`config.mk`:
```
export PLATFORM = sky130hd
export DESIGN_NAME = pwr_clk_ctrl
export DESIGN_NICKNAME = d
export VERILOG_FILES = /design/src/rtl/pwr_clk_ctrl.sv
export SDC_FILE = /design/constraint.sdc
export NUM_CORES = 1
export LEC_CHECK = 0
export CORE_UTILIZATION = 52
export DETAILED_ROUTE_END_ITERATION = 8
export PLACE_DENSITY = 0.77
export SYNTH_ARGS = -nofsm -noshare
export SYNTH_HDL_FRONTEND = slang
export SYNTH_SLANG_ARGS = --single-unit
export TNS_END_PERCENT = 5
```
`constraint.sdc`:
```
create_clock -name aon_clk -period 2.11 [get_ports aon_clk]
set_input_delay 0.3165 -clock aon_clk [delete_from_list [all_inputs] [get_ports aon_clk]]
set_output_delay 0.3165 -clock aon_clk [all_outputs]
set_load 0.02 [all_outputs]
```
`src/rtl/pwr_clk_ctrl.sv`:
```
// Always-on power/clock controller: sequences the main clock gate and the
// low-speed oscillator around sleep entry/exit, with a watchdog on aon_clk.
module pwr_clk_ctrl #(
  parameter int LSI_SETTLE  = 4,
  parameter int WAKE_SETTLE = 2,
  parameter int DRAIN_MAX   = 8,
  parameter int WDT_TIMEOUT = 16
) (
  input  logic       aon_clk,
  input  logic       reset,
  input  logic       sleep_req,
  input  logic       busy,
  input  logic       wake_evt,
  input  logic       wdt_kick,
  input  logic       wdt_clear,
  output logic       clk_enable,
  output logic       lsi_enable,
  output logic [1:0] mode,
  output logic       sleep_ack,
  output logic       sleep_abort,
  output logic       wdt_expire,
  output logic       wdt_flag
);

  localparam int MAXP = (LSI_SETTLE > WAKE_SETTLE) ?
                        ((LSI_SETTLE > DRAIN_MAX) ? LSI_SETTLE : DRAIN_MAX) :
                        ((WAKE_SETTLE > DRAIN_MAX) ? WAKE_SETTLE : DRAIN_MAX);
  localparam int CW = $clog2(MAXP) + 1;
  localparam int WW = (WDT_TIMEOUT > 2) ? $clog2(WDT_TIMEOUT) : 1;

  localparam logic [CW-1:0] LSI_LAST   = CW'(LSI_SETTLE - 1);
  localparam logic [CW-1:0] WAKE_LAST  = CW'(WAKE_SETTLE - 1);
  localparam logic [CW-1:0] DRAIN_LAST = CW'(DRAIN_MAX - 1);
  localparam logic [WW-1:0] WDT_LAST   = WW'(WDT_TIMEOUT - 1);

  typedef enum logic [2:0] {RUN, DRAIN, LSI_START, SLEEP, WAKE} state_t;

  state_t        state, state_nxt;
  logic [CW-1:0] cnt;
  logic [WW-1:0] wdt_cnt;
  logic          abort_nxt, expire_nxt, wdt_run, give_up;

  always_comb begin
    state_nxt  = state;
    abort_nxt  = 1'b0;
    wdt_run    = (state != SLEEP);
    expire_nxt = wdt_run && !wdt_kick && (wdt_cnt == WDT_LAST);
    give_up    = !sleep_req || wake_evt;
    case (state)
      RUN:       if (sleep_req) state_nxt = DRAIN;
      DRAIN: begin
        if (give_up) begin
          state_nxt = RUN;
          abort_nxt = 1'b1;
        end else if (!busy) begin
          state_nxt = LSI_START;
        end else if (cnt == DRAIN_LAST) begin
          state_nxt = RUN;
          abort_nxt = 1'b1;
        end
      end
      LSI_START: begin
        if (give_up) begin
          state_nxt = RUN;
          abort_nxt = 1'b1;
        end else if (cnt == LSI_LAST) begin
          state_nxt = SLEEP;
        end
      end
      SLEEP:     if (wake_evt) state_nxt = WAKE;
      WAKE:      if (cnt == WAKE_LAST) state_nxt = RUN;
      default:   state_nxt = RUN;
    endcase
    // expiry only happens outside SLEEP, so it overrides every live transition
    if (expire_nxt) begin
      abort_nxt = (state == DRAIN) || (state == LSI_START);
      state_nxt = RUN;
    end
  end

  always_ff @(posedge aon_clk or negedge reset) begin
    if (!reset) begin
      state <= RUN;
      cnt   <= '0;
    end else begin
      state <= state_nxt;
      if (state_nxt != state) cnt <= '0;
      else if (cnt != '1)     cnt <= cnt + 1'b1;
    end
  end

  always_ff @(posedge aon_clk or negedge reset) begin
    if (!reset) begin
      wdt_cnt    <= '0;
      wdt_expire <= 1'b0;
      wdt_flag   <= 1'b0;
    end else begin
      wdt_expire <= expire_nxt;
      wdt_flag   <= expire_nxt | (wdt_flag & ~wdt_clear);
      if (wdt_kick || expire_nxt) wdt_cnt <= '0;
      else if (wdt_run)           wdt_cnt <= wdt_cnt + 1'b1;
    end
  end

  // Outputs are decoded from the next state so they line up with the state register.
  always_ff @(posedge aon_clk or negedge reset) begin
    if (!reset) begin
      clk_enable  <= 1'b0;
      lsi_enable  <= 1'b0;
      mode        <= 2'd0;
      sleep_ack   <= 1'b0;
      sleep_abort <= 1'b0;
    end else begin
      clk_enable  <= (state_nxt != SLEEP);
      lsi_enable  <= (state_nxt == LSI_START) || (state_nxt == SLEEP) || (state_nxt == WAKE);
      sleep_ack   <= (state_nxt == SLEEP);
      sleep_abort <= abort_nxt;
      case (state_nxt)
        RUN:             mode <= 2'd0;
        DRAIN, LSI_START: mode <= 2'd1;
        SLEEP:           mode <= 2'd2;
        default:         mode <= 2'd3;
      endcase
    end
  end

endmodule

```
Yosys cells after proc, flatten, opt, wreduce, memory -nomap -nowiden --
Cells that the tools add are included.
Storage, ports and cells: flip-flop bits (word level) 19, latch bits 0, RAM bits 0, memory bits (read-only) 0, output and inout bits 8, memories kept 0
Operators by class: add/subtract/negate cells 2, multipliers 0, div/mod/pow operators 0, order comparisons 0, equality and inequality tests 16, shift-type cells 0, mux-type cells 21, bitwise gates (word level) 3, reductions and logical operators 14
Operators with widths (count):
- $mux W3 | 9
- $mux W4 | 4
- $pmux W3 S5 | 1
- $eq A3 B2 Y1 const B | 4
- $add A4 B1 Y4 const B | 2
- $eq A3 B1 Y1 const B | 2
- $eq A3 B3 Y1 const B | 2
- $logic_not A3 Y1 | 2
- $ne A3 B2 Y1 const B | 2
- $pmux W2 S3 | 1
- $logic_or A1 B1 Y1 | 5
- $mux W1 | 5
- $eq A4 B1 Y1 const B | 1
- $eq A4 B2 Y1 const B | 1
- $eq A4 B3 Y1 const B | 1
- $eq A4 B4 Y1 const B | 1
- $ne A4 B4 Y1 const B | 1
- $reduce_bool A2 Y1 | 2
- $ne A3 B3 Y1 | 1
- $logic_and A1 B1 Y1 | 2
- $logic_not A1 Y1 | 2
- $pmux W1 S2 | 1
- $reduce_or A2 Y1 | 1
- $and A1 B1 Y1 | 1
- 2 further kinds | 2

Longest topological paths before layout --
word-level depth 9, mapped depth 8, depth with buffers taken out 7

Least setup slack after synthesis --
OpenSTA, ideal clock, no wires.
path kind register -> register, start point register wdt_cnt[0], end point register cnt[3], setup time 0.122 ns, data arrival time 1.806 ns, required time 1.988 ns, slack 0.183 ns, cell stages (with the launch flop) 8, buffers on the path 1, path through dfrtp_1 ha_1 and4b_1 buf_6 a21o_2 a32oi_4 xor2_2 a2111oi_1
On the way: word-level cells in the longest chain between the ends 5, elaborated cells between the ends (all ways) 6
Ends and longest elaborated chain:
- from (decl) | line 40 | logic [WW-1:0] wdt_cnt;
- from (signal assigned) | line 101 | else if (wdt_run) wdt_cnt <= wdt_cnt + 1'b1;
- $eq A4 B4 Y1 (*) | line 47 | expire_nxt = wdt_run && !wdt_kick && (wdt_cnt == WDT_LAST);
- $logic_and A1 B1 Y1 (*) | line 47
- $mux W3 (*) | line 75 | if (expire_nxt) begin
- via state_nxt[0] | line 38 | state_t state, state_nxt;
- $ne A3 B3 Y1 (*) | line 87 | if (state_nxt != state) cnt <= '0;
- $mux W4 / $reduce_bool A2 Y1 (equally long branches)
- to (signal assigned) | line 88 | else if (cnt != '1) cnt <= cnt + 1'b1;
- to (decl) | line 39 | logic [CW-1:0] cnt;
The timed path passes the listed nets; every way through them passes the cells marked *. A chain may end at the register's enable or synchronous reset.

Final worst setup path --
start point register wdt_cnt[1], end point register cnt[1]
Same word-level chain as after synthesis.

==> results.py <==
metrics = {
    "outcome": {
        "status": "finished, final reports clean",
    },
    "worst_hold_path": {
        "hold_class": "primary input to async pin",
    },
    "sta": {
        "finalMaxSlewViolations": 0,
        "relSlewSlack_pct": 78.0,
        "fin_crit_ns": 1.99,
        "hold_viol_final": 0,
        "setup_ws_ns": 0.120,
        "period_share_pct": 94.3,
        "setup_viol": 0,
        "tightest_slew_ns": 0.326,
        "holdWs_ns": 0.343,
        "clock_skew_ns": 0.00193,
        "grt_setup_unrepaired": "no",
        "fmax_ghz": 0.503,
    },
    "clock_network": {
        "root_buffer": "clkbuf_4",
        "clock_path_buffers": 2,
        "cts_buffers": 3,
        "cts_sinks": 19,
        "insertion_delay_ns": 0.30,
        "path_clk_slew_ns": 0.11,
        "hold_buffers": 0,
        "cts_tree": "done",
        "htree_levels": 1,
    },
    "power": {
        "vdd_drop_max_v": 0.000436,
        "pwr_density_cell_nw_per_um2": 728,
        "p_leak_nw": 0.584,
        "power_mw": 0.936,
    },
    "detailed_routing": {
        "wl_mm": 2.21,
        "wl_per_cell_um": 14.7,
        "antenna_left": 0,
        "via_count": 872,
        "route.detailed.drc": 0,
        "routed_via_density": 5.81,
        "firstDrtPassIters": 4,
        "drtIter0Drc": 46,
    },
    "place": {
        "portBuffers": 14,
        "pre_cts_ws_ns": -0.125,
        "dpl.hpwl_mm": 1.69,
        "dpl_cell_area_um2": 1250,
        "place_congestion": 0.896,
    },
    "worst_setup_path": {
        "endpoint_kind": "flip-flop",
        "critPathMaxFanout": 5,
        "critPathRequiredTime_ns": 2.31,
        "reg2reg_to": "cnt[1]$_DFFE_PN0P_",
        "ff2ff_setup_slack_ns": 0.12,
        "cp.arrival_ns": 2.19,
        "r2r_cells": 6,
        "worstReg2RegStart": "wdt_cnt[1]$_DFFE_PN0P_",
        "worst-setup-path-type": "flip-flop to flip-flop",
        "start_kind": "flip-flop",
    },
    "logic_synthesis": {
        "ys_seq_area_share_pct": 45.6,
        "synth-seq-cells": 19,
        "syn_area_um2": 1040,
        "synth_edf_count": 0,
        "synth_area_leaders": "dfrtp_1, ha_1, o21ai_0",
        "yosys.area.top_type_share_pct": 45.6,
        "synth_common_cells": "dfrtp_1, nor2_1, inv_1, nand2_1, o21ai_0",
        "ys_async_sr_fraction_pct": 100,
        "synthCells": 102,
        "ys_types": 41,
        "yosys.area.top_type": "dfrtp_1",
        "yosys_most_used_dff": "dfrtp_1",
        "syn_area_per_cell_um2": 10.2,
        "synth_fp_nets": 112,
        "synth_most_common_cell": "dfrtp_1",
        "synth_warnings": 0,
    },
    "finish": {
        "finish.instance_area_um2": 1280,
        "fillCellCount": 135,
        "fin_nets": 136,
        "drive_gt1_share_pct": 18.4,
        "postLayoutCoreUtil_pct": 71.3,
        "antenna_cells": 0,
        "syn_to_final_growth_pct": 23.3,
    },
    "floorplan": {
        "core_area_um2": 1800,
        "ioPinCount": 15,
        "rows": 15,
        "die_y_um": 46.8,
        "dieArea_um2": 2190,
        "start_util_pct": 57.8,
        "die_w_um": 46.8,
    },
    "grt": {
        "grt_pass1_wl_mm": 3.44,
        "grt_use_total_pct": 23.0,
        "gr-total-overflow": 0,
        "first_global_vias": 815,
        "antenna_found_initial": 0,
        "grt_max_degree": 20,
    },
    "flow_run": {
        "max-cap-violations": 0,
    },
}
==> through the flow <==
step                cells  setup TNS (ns)
floorplan             102               0
global placement      146          -0.107
detailed placement    146          -0.220
CTS                   150               0
global route          150               0
finish                150               0
==> final cells by class <==
cell class	instances	area [um2]	share of cell area, %
multi-input cells	71	507	39.4
flip-flops and latches	19	478	37.2
repair buffers	24	215	16.7
well taps	25	31.3	2.43
inverters	7	26.3	2.04
clock buffers	3	22.5	1.75
clock inverters	1	5.00	0.389
==> cell families (layout without fill, tap and decap cells) <==
group           count (synthesis)  after routing  synth area share (%)
compound gates                 24             24                  18.6
xor+xnor                        3              3                  3.24
fa+ha+maj                       3              3                  3.60
buf+inv                        12             35                  6.24
flops                          19             19                  45.6
simple gates                   41             41                  22.7
==> worst max-delay path by stage <==
stage                           startpoint                  to  slack, ns  cells after the start
CTS                     state[0]$_DFF_PN0_  cnt[3]$_DFFE_PN0P_       0.07                      5
global route        wdt_cnt[1]$_DFFE_PN0P_  cnt[3]$_DFFE_PN0P_       0.05                      6
global placement                      busy  cnt[3]$_DFFE_PN0P_      -0.07                      6
floorplan           wdt_cnt[0]$_DFFE_PN0P_  cnt[3]$_DFFE_PN0P_       0.18                      7
finish              wdt_cnt[1]$_DFFE_PN0P_  cnt[1]$_DFFE_PN0P_       0.12                      6
detailed placement                    busy  cnt[3]$_DFFE_PN0P_      -0.12                      6
==> repair_timing <==
item                                    in CTS  in global routing
endpoints found under the setup margin       0                  1
setup buffers                                0                  0
resized for setup                            0                  3
==> sequential cells by signal, indices dropped and copies added, names as in the netlist <==
signal       count
clk_enable       1
cnt              4
sleep_ack        1
wdt_expire       1
mode             2
lsi_enable       1
wdt_flag         1
sleep_abort      1
wdt_cnt          4
state            3
==> per-layer routing <==
layer	GRT usage [%]	vias to the layer above	part of all wire, %
met2	37.8	28	47
met1	29.2	420	45
met3	3.46	7	4.8
met4	12.0	0	2.3
met5	0	-	0
li1	-	417	-
==> worst max-delay path, cell delays in order (launching register included) <==
cell and delay, ns:
dfrtp_1 0.43, ha_1 0.24, and4b_1 0.28, a21o_2 0.26, a32oi_4 0.22, xor2_2 0.14
a2111oi_2 0.31
==> power breakdown <==
part,total [mW],switching [mW],internal (mW)
clock network,0.186,0.116,0.0708
registers,0.467,0.0567,0.410
logic,0.283,0.141,0.142
total,0.936,0.313,0.623
==> cells in the final DEF (no fill, tap or decap), types with 2 or more instances in the layout <==
cell type        Yosys  routed
nand3b_1             4       4
and3_1               2       2
dfrtp_2              0       2
clkbuf_4             0       3
a2111oi_2            1       2
nor3_1               5       5
nand2_1              7       7
o21ai_0              7       7
a21oi_1              4       4
nor2b_1              2       2
nand3_1              4       4
buf_4                1      10
inv_1                7       7
ha_1                 3       3
clkdlybuf4s50_1      0      14
nor2_1               8       8
dfrtp_1             19      17
No activity file was read; power rests on OpenSTA's default activity.
